### config.mk
export PLATFORM = sky130hd
export DESIGN_NAME = rtl_bigreg_writer
export DESIGN_NICKNAME = d
export VERILOG_FILES = /design/src/rtl/mem_layout_pkg.sv /design/src/rtl/rtl_bigreg_writer.sv
export SDC_FILE = /design/constraint.sdc
export NUM_CORES = 1
export LEC_CHECK = 0
export BUFFER_PORTS_ARGS = -buffer_cell sky130_fd_sc_hd__buf_4
export CAP_MARGIN = 5
export CORE_UTILIZATION = 54
export DETAILED_ROUTE_END_ITERATION = 10
export GPL_TIMING_DRIVEN = 1
export HOLD_SLACK_MARGIN = 0.08
export PLACE_DENSITY = 0.81
export REMOVE_ABC_BUFFERS = 1
export SYNTH_ARGS = -nofsm -noshare
export SYNTH_HDL_FRONTEND = slang
export SYNTH_SLANG_ARGS = --single-unit
export TNS_END_PERCENT = 30
### constraint.sdc
create_clock -name clk -period 2.31 [get_ports clk]
set_input_delay 0.1155 -clock clk [delete_from_list [all_inputs] [get_ports clk]]
set_output_delay 0.1155 -clock clk [all_outputs]
set_load 0.02 [all_outputs]
### src/rtl/mem_layout_pkg.sv
// Shared memory-map layout constants and the big-register writer state type.
package mem_layout_pkg;

  // Memory-map geometry seen by the PS.
  localparam int unsigned MemSize  = 256;
  localparam int unsigned MemIdW   = $clog2(MemSize);
  localparam int unsigned BusWidth = 32;

  // Buffer timestamp: a wide RTL register published as consecutive narrow entries.
  localparam int unsigned BufTsWidth       = 32;
  localparam int unsigned BufTsSampleWidth = 16;
  localparam int unsigned BufTsBaseId      = 27;
  localparam int unsigned BufTsSamples     = BufTsWidth / BufTsSampleWidth;
  localparam int unsigned BufTsValidId     = BufTsBaseId + BufTsSamples;

  typedef enum logic [2:0] {
    StIdle,
    StWrSample,
    StWrValid,
    StWaitAck,
    StWrClear
  } bigreg_state_e;

endpackage

### src/rtl/rtl_bigreg_writer.sv
// Publishes a wide register into the mem map as SAMPLES narrow entries, then
// raises a valid flag, waits for the PS to read it and clears it again. A
// one-deep pending slot absorbs a value arriving mid-sequence; further values
// are dropped and counted.
module rtl_bigreg_writer
  import mem_layout_pkg::*;
#(
  parameter int unsigned DATA_WIDTH   = BufTsWidth,
  parameter int unsigned SAMPLE_WIDTH = BufTsSampleWidth,
  parameter int unsigned BASE_ID      = BufTsBaseId
) (
  input  logic                  clk,
  input  logic                  rst,
  input  logic [DATA_WIDTH-1:0] data_in,
  input  logic                  data_in_valid,
  output logic [MemIdW-1:0]     wr_id,
  output logic [BusWidth-1:0]   wr_data,
  output logic                  wr_en,
  input  logic                  wr_ready,
  input  logic                  valid_read,
  output logic                  busy,
  output logic                  pending,
  output logic [15:0]           drop_cnt
);

  localparam int unsigned SAMPLES  = DATA_WIDTH / SAMPLE_WIDTH;
  localparam int unsigned VALID_ID = BASE_ID + SAMPLES;
  localparam int unsigned IdxW     = (SAMPLES > 1) ? $clog2(SAMPLES) : 1;

  // Zero-extended slice i of a wide value, LSB slice at i = 0.
  function automatic logic [BusWidth-1:0] slice_of(input logic [DATA_WIDTH-1:0] v,
                                                   input int unsigned i);
    logic [DATA_WIDTH-1:0] sh;
    sh = v >> (i * SAMPLE_WIDTH);
    return BusWidth'(sh[SAMPLE_WIDTH-1:0]);
  endfunction

  bigreg_state_e         state_q, state_d;
  logic [IdxW-1:0]       idx_q, idx_d;
  logic [DATA_WIDTH-1:0] active_q, active_d;
  logic [DATA_WIDTH-1:0] pend_data_q, pend_data_d;
  logic                  pend_valid_q, pend_valid_d;
  logic [15:0]           drop_cnt_q, drop_cnt_d;
  logic                  wr_en_q, wr_en_d;
  logic [MemIdW-1:0]     wr_id_q, wr_id_d;
  logic [BusWidth-1:0]   wr_data_q, wr_data_d;
  logic                  hs;

  assign hs = wr_en_q & wr_ready;

  // Next state, registered-output preload and pending/drop bookkeeping.
  always_comb begin
    state_d      = state_q;
    idx_d        = idx_q;
    active_d     = active_q;
    pend_data_d  = pend_data_q;
    pend_valid_d = pend_valid_q;
    drop_cnt_d   = drop_cnt_q;
    wr_en_d      = wr_en_q;
    wr_id_d      = wr_id_q;
    wr_data_d    = wr_data_q;

    unique case (state_q)
      StIdle: begin
        if (pend_valid_q) begin
          // Pending value goes first; a simultaneous strobe refills the slot.
          active_d     = pend_data_q;
          pend_valid_d = data_in_valid;
          if (data_in_valid) pend_data_d = data_in;
          idx_d     = '0;
          state_d   = StWrSample;
          wr_en_d   = 1'b1;
          wr_id_d   = MemIdW'(BASE_ID);
          wr_data_d = slice_of(pend_data_q, 0);
        end else if (data_in_valid) begin
          active_d  = data_in;
          idx_d     = '0;
          state_d   = StWrSample;
          wr_en_d   = 1'b1;
          wr_id_d   = MemIdW'(BASE_ID);
          wr_data_d = slice_of(data_in, 0);
        end
      end
      StWrSample: begin
        if (hs) begin
          if (32'(idx_q) == SAMPLES - 1) begin
            idx_d     = '0;
            state_d   = StWrValid;
            wr_id_d   = MemIdW'(VALID_ID);
            wr_data_d = BusWidth'(1);
          end else begin
            idx_d     = IdxW'(32'(idx_q) + 1);
            wr_id_d   = MemIdW'(BASE_ID + 32'(idx_q) + 1);
            wr_data_d = slice_of(active_q, 32'(idx_q) + 1);
          end
        end
      end
      StWrValid: begin
        if (hs) begin
          state_d = StWaitAck;
          wr_en_d = 1'b0;
        end
      end
      StWaitAck: begin
        if (valid_read) begin
          state_d   = StWrClear;
          wr_en_d   = 1'b1;
          wr_id_d   = MemIdW'(VALID_ID);
          wr_data_d = '0;
        end
      end
      StWrClear: begin
        if (hs) begin
          state_d = StIdle;
          wr_en_d = 1'b0;
        end
      end
      default: state_d = StIdle;
    endcase

    // Outside IDLE (including the cycle leaving WR_CLEAR) new values queue or drop.
    if (state_q != StIdle && data_in_valid) begin
      if (!pend_valid_q) begin
        pend_valid_d = 1'b1;
        pend_data_d  = data_in;
      end else if (drop_cnt_q != 16'hFFFF) begin
        drop_cnt_d = drop_cnt_q + 16'd1;
      end
    end
  end

  // State and output registers; reset abandons any partial write.
  always_ff @(posedge clk) begin
    if (rst) begin
      state_q      <= StIdle;
      idx_q        <= '0;
      active_q     <= '0;
      pend_data_q  <= '0;
      pend_valid_q <= 1'b0;
      drop_cnt_q   <= '0;
      wr_en_q      <= 1'b0;
      wr_id_q      <= '0;
      wr_data_q    <= '0;
    end else begin
      state_q      <= state_d;
      idx_q        <= idx_d;
      active_q     <= active_d;
      pend_data_q  <= pend_data_d;
      pend_valid_q <= pend_valid_d;
      drop_cnt_q   <= drop_cnt_d;
      wr_en_q      <= wr_en_d;
      wr_id_q      <= wr_id_d;
      wr_data_q    <= wr_data_d;
    end
  end

  assign wr_en    = wr_en_q;
  assign wr_id    = wr_id_q;
  assign wr_data  = wr_data_q;
  assign busy     = (state_q != StIdle);
  assign pending  = pend_valid_q;
  assign drop_cnt = drop_cnt_q;

endmodule

# Word-level counts from Yosys, hierarchy flattened
# Cells that the tools add are included.
[op_classes]
n_mul = 0
shift = 1
div_mod_pow = 0
n_addsub = 4
n_lt_le_gt_ge = 0
n_bitwise = 1
n_eq_ne = 12
n_reduce_logical = 14
mux = 41
[op_table]
columns = ["op", "n"]
rows = [
  ["$mux 32", 11],
  ["$pmux 32 s3", 1],
  ["$mux 8", 4],
  ["$shr 32x6->16", 1],
  ["$pmux 8 s3", 1],
  ["$mux 3", 7],
  ["$add 16x1->16 const B", 1],
  ["$mux 16", 1],
  ["$ne 16x16->1 const B", 1],
  ["$pmux 3 s5", 1],
  ["$mux 1", 12],
  ["$ne 2x2->1 const B", 5],
  ["$reduce_bool 3->1", 3],
  ["$reduce_and 4->1", 2],
  ["$add 6x1->7 const B", 1],
  ["$mux 7", 1],
  ["$add 5x1->6 const A", 1],
  ["$eq 3x2->1 const B", 2],
  ["$reduce_and 3->1", 2],
  ["$reduce_and 6->1", 1],
  ["$reduce_bool 2->1", 2],
  ["$eq 3x1->1 const B", 1],
  ["$eq 3x3->1 const B", 1],
  ["$logic_not 3->1", 1],
  ["other kinds (9)", 9],
]
[word_totals]
memories = 0
register_bits = 126
rom_bits = 0
latchBits = 0
mem_bits_rw = 0

# Depth between registers and ports, before layout
# Gate-level depths: netlist of the first run.
[depth]
word_depth = 5
mapped_depth = 6
ltp_nobuf = 5

# Least setup slack after synthesis of the first run
# OpenSTA, ideal clock, no wires.
[synth_timing]
path_kind = "register -> register"
startpoint = "register pend_valid_q (netlist: pending)"
endpoint = "register drop_cnt_q[9] (netlist: drop_cnt[9])"
path_slack_ps = 278
arrival_ps = 1912
setup_ps = 121
required_time_ps = 2189
period_less_slack_ps = 2032
stages_incl_launch_ff = 6
cell_sequence = "dfxtp_1 > buf_1 > and3_1 > nand3_1 > a2111oi_0 > mux2_2"
[synth_between]
elab_chain_len = 1
[synth_lines]
columns = ["item", "line", "source"]
rows = [
  ["from (decl)", "rtl_bigreg_writer.sv:42", "logic pend_valid_q, pend_valid_d;"],
  ["from (signal assigned)", "rtl_bigreg_writer.sv:149", "pend_valid_q <= pend_valid_d;"],
  ["$reduce_and 3->1 (no source line)", "--", ""],
  ["to (signal assigned)", "rtl_bigreg_writer.sv:150", "drop_cnt_q <= drop_cnt_d;"],
  ["to (decl)", "rtl_bigreg_writer.sv:43", "logic [15:0] drop_cnt_q, drop_cnt_d;"],
]
# No other way between the ends.
# A chain may end at the register's enable or synchronous reset.

# Final worst setup path of the first run
[layout_timing]
startpoint = "register state_q[1]"
endpoint = "register pend_data_q[0]"
[layout_between]
elab_chain_len = 4
[layout_lines]
columns = ["item", "line", "source"]
rows = [
  ["from (decl)", "rtl_bigreg_writer.sv:38", "bigreg_state_e state_q, state_d;"],
  ["from (signal assigned)", "rtl_bigreg_writer.sv:135", "state_q <= StIdle;"],
  ["from (signal assigned)", "rtl_bigreg_writer.sv:145", "state_q <= state_d;"],
  ["$logic_not 3->1", "rtl_bigreg_writer.sv:63", "unique case (state_q)"],
  ["$mux 32", "rtl_bigreg_writer.sv:63", ""],
  ["$mux 32", "rtl_bigreg_writer.sv:123", "if (!pend_valid_q) begin"],
  ["$mux 32 *", "rtl_bigreg_writer.sv:122", "if (state_q != StIdle && data_in_valid) begin"],
  ["to (signal assigned)", "rtl_bigreg_writer.sv:148", "pend_data_q <= pend_data_d;"],
  ["to (decl)", "rtl_bigreg_writer.sv:41", "logic [DATA_WIDTH-1:0] pend_data_q, pend_data_d;"],
]
# Every way passes the cells marked *; elsewhere a longest branch is shown, timed or not.

==> flow_summary_export.csv, run 1 <==
group,metric,value,unit
outcome,status,"finished, final reports clean",
layout,multi_input_area,2080,um2
timing,slew_violations,0,
cts,post_cts_buffers,0,
layout,regArea,1800,um2
synthesis,yosys.area_share.simple,14.9,%
layout,diodes,0,
pwr,finalPower,3.58,mW
worst_setup_path,critPathCaptureType,"register",
drt,wire_per_inst,14.7,um
layout,final.fill_count,525,
synthesis,synthFlopType,"dfxtp_1",
timing,post-route-period-util,97.3,%
cts,cts.sinks,90,
die,rows,31,
timing,grt_setup_unrepaired,"no",
synthesis,synth_top_area_share,44.0,%
drt,final_antenna_net_count,0,
synthesis,syn_area_per_cell,9.29,um2
synthesis,synth.distinct_cells,44,
flow_run,cap_violations,0,
cts,cts_tree,"done",
min_path,hold_path_class,"input port to register",
synthesis,yosys_warnings,0,
drt,drc,0,
global_routing,grt_pass1_vias,3326,
synthesis,synthMuxAreaShare,17.3,%
synthesis,synth_top_family_by_area,"multiplexers",
worst_setup_path,required,2.55,ns
worst_setup_path,critPathLaunchType,"register",
synthesis,synth_top_cell_by_area,"dfxtp_1",
timing,slew_headroom,22.2,%
synthesis,synth_seq_cells,90,
global_routing,grt_overflow,0,
pwr,vdd_drop_max,529,uV
cts,cts_htree_levels,3,
cts,path_clk_slew,0.09,ns
timing,fmax,445,MHz
synthesis,synth_area_leaders,"dfxtp_1, mux2i_1, nor2_1",
global_routing,antenna_found_initial,0,
layout,nets,585,
die,initial_core_util,56.2,%
cts,clk-insertion-delay-late,0.35,ns
drt,dr.pass1.iters,4,
layout,syn2layout_area_growth,29.1,%
synthesis,synth_adder_area_share,0.305,%
die,die_y,89.1,um
synthesis,synth-xor-area-share,0,%
drt,viasPerCell,5.57,
worst_setup_path,cp.arrival,2.49,ns
pwr,powerDensity,677,nW/um2
timing,fin_skew,0.0110,ns
global_routing,grt_first_pass_wirelength,15.5,mm
placement,dp.cells,600,
cts,cts_inserted_buffers,9,
layout,design_area,5290,um2
die,io-pin-count,96,
worst_setup_path,worstPathMaxFanout,11,
timing,worstMarginPinSlew,1.17,ns
synthesis,synth_area,4100,um2
synthesis,synthCells,441,
drt,wl,9.55,mm
synthesis,synth_edf_count,0,
placement,hpwlAfterDp,6.35,mm
timing,period_minus_slack,2.25,ns
placement,port_buffers,76,
pwr,p_leak,2.30,nW
worst_setup_path,path_class,"register to register",
global_routing,grt_max_degree,72,
global_routing,grt_use_total,25.3,%
drt,first_iter_violations,206,
synthesis,synth-compound-area-share,16.4,%
cts,cts-root-buf,"clkbuf_8",
timing,setup_violations,0,
die,core_area,7290,um2
drt,vias,3623,
die,fp.dieW,89.1,um
timing,hold_violations,0,
synthesis,seq_area_frac_synth,44.0,%
worst_setup_path,crit_path_max_incr_delay,0.56,ns
worst_setup_path,slowest_stage,"dlygate4sd3_1",
placement,gp_congestion,0.888,
cts,cts_buffer_depth,2,
synthesis,async_flop_share,0,%
die,die_area,7940,um2
layout,stdcell_count,651,
placement,placed_cell_area,4730,um2
layout,layout-drive-gt1-share,20.7,%
worst_setup_path,path_cells,"buf_4, or4_1, nand3_2, mux2i_1, nor2_1, dlygate4sd3_1",
-- cells by family after synthesis --
family                   Yosys count
buffers and inverters             55
adder cells (fa/ha/maj)            1
other                              1
AND/OR/NAND/NOR                  133
flip-flops                        90
multiplexers                      70
AO/OA/AOI/OAI                     91
-- cell usage after synthesis (4+ instances only) --
master and number:
nor2_1 77, nor3_1 4, o31ai_1 7, or3_1 6, clkbuf_1 19, nor2b_1 6
a21oi_1 20, buf_4 20, mux2i_1 64, inv_1 7, mux2_2 6, or4_1 7
nand2_1 11, a221o_1 12, o21ai_0 9, nand3_1 9, o211a_1 4, buf_2 4
dfxtp_1 90, a211oi_1 22
-- registers in the layout (all words and copies together) (netlist names) --
signal       flops
wr_id            4
drop_cnt        16
wr_data         16
pend_data_q     32
idx_q            1
state_q          3
wr_en            1
active_q        16
pending          1
-- worst max-delay path: cells and delay by family, from the launching register on --
kind / cells / cell delay (ns)
buffers and inverters: 2 / 0.75
DFF: 1 / 0.36
muxes: 1 / 0.22
and+or+nand+nor: 3 / 0.81
-- power by group --
part / internal [mW] / switching, mW
combinational: 0.341 / 0.397
sequential: 1.67 / 0.0742
clock: 0.536 / 0.557
-- final timing paths --
check / start / to / slack [ns] / cells past startpoint
hold / removal: data_in_valid / pending / 0.16 / 3
setup reg to reg: state_q[1] / pend_data_q[0] / 0.06 / 6
setup / recovery: state_q[1] / pend_data_q[0] / 0.06 / 6
hold reg to reg: active_q[30] / wr_data[14] / 0.49 / 1
-- placed cells by master (no fill, tap or decap), types with 2 or more instances in the layout --
| cell type | synthesis | routed |
|---|---|---|
| a221o_1 | 12 | 12 |
| dfxtp_1 | 90 | 89 |
| o21ai_0 | 9 | 9 |
| and4_1 | 2 | 2 |
| nor2b_1 | 6 | 6 |
| and3_1 | 2 | 2 |
| a211oi_1 | 22 | 22 |
| o31a_1 | 2 | 2 |
| o211a_1 | 4 | 4 |
| nor2_1 | 77 | 76 |
| clkinv_1 | 2 | 2 |
| a21oi_1 | 20 | 20 |
| clkbuf_8 | 0 | 10 |
| or4_1 | 7 | 7 |
| dlygate4sd3_1 | 0 | 35 |
| nor4_1 | 3 | 3 |
| mux2_2 | 6 | 6 |
| mux2i_1 | 64 | 64 |
| clkinvlp_4 | 0 | 2 |
| conb_1 | 1 | 19 |
| o211ai_1 | 2 | 2 |
| inv_1 | 7 | 7 |
| o31ai_1 | 7 | 7 |
| or3_1 | 6 | 6 |
| nor3_1 | 4 | 4 |
| nand3_1 | 9 | 8 |
| buf_12 | 0 | 2 |
| nand4_1 | 3 | 3 |
| a2111oi_0 | 3 | 3 |
| buf_4 | 20 | 85 |
| nand2_1 | 11 | 11 |
-- what timing repair did --
action / in CTS / in global routing
resized for setup: 0 / 1
setup endpoints to repair: 0 / 1
hold endpoints to repair: 36 / 0
hold buffers: 35 / 0
-- final cells by class --
class	count	area share [%]
multi-input combinational	314	39.4
sequential	90	34.1
timing repair buffer	123	19.7
clock buffer	11	2.67
tap	99	2.34
clock inverter	5	1.18
inverter	9	0.639
-- routing by layer --
layer | GRT usage [%] | up-vias | wire length (um)
met5 | 0 | - | 0
met4 | 7.50 | 0 | 121
met3 | 5.08 | 12 | 492
met2 | 43.4 | 121 | 4710
met1 | 32.2 | 1711 | 4230
li1 | - | 1779 | -
-- through the flow --
step | setup WS [ns] | setup TNS, ns | hold WS [ns] | util, %
after floorplan | -1.11 | -69.68 | 0.185 | -
after global placement | 0.259 | 0 | 0.356 | 64.9
after detailed placement | 0.142 | 0 | 0.363 | 64.9
after CTS | 0.0912 | 0 | 0.138 | 72.5
after global routing | 0.000254 | 0 | 0.185 | 72.5
final | 0.0628 | 0 | 0.163 | 72.5
No activity file was read; power rests on OpenSTA's default activity.
==> inputs of run 2 (changes only) <==
- CORE_ASPECT_RATIO: not set -> 1.2
==> run 2 against run 1 <==
  * Worst hold slack worse by 0.011 ns
  * Register-to-register slack better by 0.17 ns
  * Die area hardly changed
  * Via count is 2.0% higher
  * Flip-flop and latch count stayed put
  * Sequential share of layout area is 0.36 points higher
  * Critical path type unchanged
  * Largest cell class unchanged
==> flow_summary_export.csv, run 2 (synthesized netlist as in run 1, its figures left out) <==
group,metric,value,unit
drt,viasPerCell,5.76,
timing,setup_violations,0,
layout,nets,585,
drt,drc,0,
pwr,internal-power,2.41,mW
timing,fin_skew,0.0109,ns
flow_run,cap_violations,0,
worst_setup_path,cp.arrival,2.36,ns
pwr,power.switching,1.06,mW
worst_setup_path,slowest_stage,"or4_1",
layout,design_area,5230,um2
placement,port_buffers,76,
worst_setup_path,critPathLaunch,"state_q[0]",
layout,layout-drive-gt1-share,21.0,%
pwr,p_sw_share,30.5,%
timing,slew_headroom,62.8,%
worst_setup_path,cp_num_buf_inv,0,
timing,setup_ws,0.236,ns
worst_setup_path,crit_path_max_incr_delay,0.67,ns
timing,fmax,482,MHz
timing,period_minus_slack,2.07,ns
worst_setup_path,r2r.worst_path.cells,4,
timing,worstMarginPinSlew,0.552,ns
layout,diodes,0,
min_path,hold_path_class,"input port to register",
die,io-pin-count,96,
drt,first_iter_violations,180,
placement,hpwlAfterDp,6.32,mm
cts,cts.sinks,90,
worst_setup_path,worstPathMaxFanout,10,
die,fp.dieW,81.5,um
cts,cts-root-buf,"clkbuf_8",
worst_setup_path,r2r_setup_slack,0.24,ns
placement,gp_congestion,0.894,
pwr,p_comb_share,21.3,%
pwr,vdd_drop_max,424,uV
layout,syn2layout_area_growth,27.7,%
die,die_y,97.4,um
timing,post-route-period-util,89.8,%
worst_setup_path,required,2.59,ns
worst_setup_path,path_depth,4,
min_path,worstHoldPathCells,3,
worst_setup_path,path_class,"register to register",
layout,fin_util,71.5,%
cts,cts_buffer_depth,2,
global_routing,grt_overflow,0,
global_routing,grt_pass1_vias,3441,
global_routing,grt_use_total,25.9,%
pwr,finalPower,3.46,mW
timing,grt_setup_unrepaired,"no",
pwr,powerDensity,662,nW/um2
placement,place_ws,0.271,ns
timing,slew_violations,0,
timing,hold_violations,0,
worst_setup_path,r2r_end,"drop_cnt[11]",
layout,stdcell_count,642,
global_routing,antenna_found_initial,0,
die,die_area,7940,um2
worst_setup_path,path_cells,"o31ai_1, or4_1, or4_1, a21oi_1",
placement,dp.cells,593,
worst_setup_path,crit_top_cell,"or4_1",
layout,final_common_cell,"dfxtp_1",
worst_setup_path,critPathLaunchType,"register",
cts,cts_inserted_buffers,9,
worst_setup_path,path_delay_family,"simple AND/OR/NAND/NOR gates",
min_path,min_to,"pending",
cts,cts_tree,"done",
die,initial_core_util,56.0,%
outcome,status,"finished, final reports clean",
placement,placed_cell_area,4730,um2
drt,wire_per_inst,15.6,um
pwr,power_frac_clock,27.9,%
cts,ctsResizeCount,0,
layout,largest_reg_flops,32,
layout,mostFrequentLayoutCells,"dfxtp_1, buf_4, nor2_1",
global_routing,grt_max_degree,44,
min_path,hold_start,"data_in_valid",
pwr,seq_power_share,50.8,%
cts,path_clk_slew,0.09,ns
worst_setup_path,r2r_start,"state_q[0]",
die,rows,34,
pwr,p_leak,2.28,nW
worst_setup_path,critPathCaptureType,"register",
drt,wl,10.0,mm
global_routing,grt_first_pass_wirelength,15.9,mm
cts,cts_htree_levels,3,
cts,clk-insertion-delay-late,0.36,ns
layout,top_register,"pend_data_q",
drt,final_antenna_net_count,0,
die,core_area,7320,um2
drt,vias,3696,
drt,dr.pass1.iters,5,
[run 2: cell count changes in the layout (fill, tap and decap cells not counted)]
cell / previous run / this run
clkinv_2: 0 / 2
clkbuf_8: 10 / 9
buf_6: 1 / 0
clkinvlp_4: 2 / 3
dlygate4sd3_1: 35 / 33
bufinv_16: 1 / 0
clkinv_4: 1 / 0
buf_4: 85 / 88
[run 2: through the flow]
stage | hold slack, ns | setup TNS [ns]
after CTS | 0.142 | 0
after global routing | 0.182 | 0
after floorplan | 0.185 | -69.68
after detailed placement | 0.366 | 0
after global placement | 0.353 | 0
final | 0.152 | 0
[run 2: worst max-delay path by stage]
| stage | to |
|---|---|
| after CTS | drop_cnt[11] |
| after global placement | drop_cnt[11] |
| after detailed placement | drop_cnt[13] |
| after global routing | drop_cnt[13] |
| final | drop_cnt[11] |
| after floorplan | pend_data_q[0] |
[run 2: per-layer routing]
| metal | vias to the layer above | part of all wire, % | global-route usage (%) |
|---|---|---|---|
| met5 | - | 0 | 0 |
| met4 | 0 | 1.6 | 10.0 |
| met3 | 19 | 5.6 | 5.45 |
| met2 | 135 | 51 | 42.4 |
| met1 | 1764 | 42 | 32.5 |
| li1 | 1778 | - | - |
[run 2: timing repair]
action,4_1_cts,5_1_grt
endpoints found under the hold margin,33,0
endpoints found under the setup margin,0,0
hold buffers,33,0
setup buffers,0,0
[run 2: worst register-to-register path, delay by kind of cell, from the launching register on]
family,cells,cell delay [ns]
AO/OA/AOI/OAI,2,0.30
flip-flops,1,0.48
AND/OR/NAND/NOR,2,1.22
[run 2: layout make-up]
class,count,area [um2]
Multi-Input combinational cell,314,2080
Fill cell,568,2080
Sequential cell,90,1800
Timing Repair Buffer,123,1030
Clock buffer,10,128
Tap cell,90,113
Clock inverter,6,41.3
Inverter,9,33.8
[run 2: power by group through the flow]
| stage | Sequential (mW) | Combinational [mW] | Clock (mW) |
|---|---|---|---|
| final | 1.76 | 0.739 | 0.966 |
| after floorplan | 1.85 | 0.351 | 0 |
| after CTS | 1.76 | 0.733 | 0.975 |
| after global placement | 1.78 | 0.668 | 0 |
| after global routing | 1.77 | 0.799 | 1.03 |
| after detailed placement | 1.79 | 0.688 | 0 |
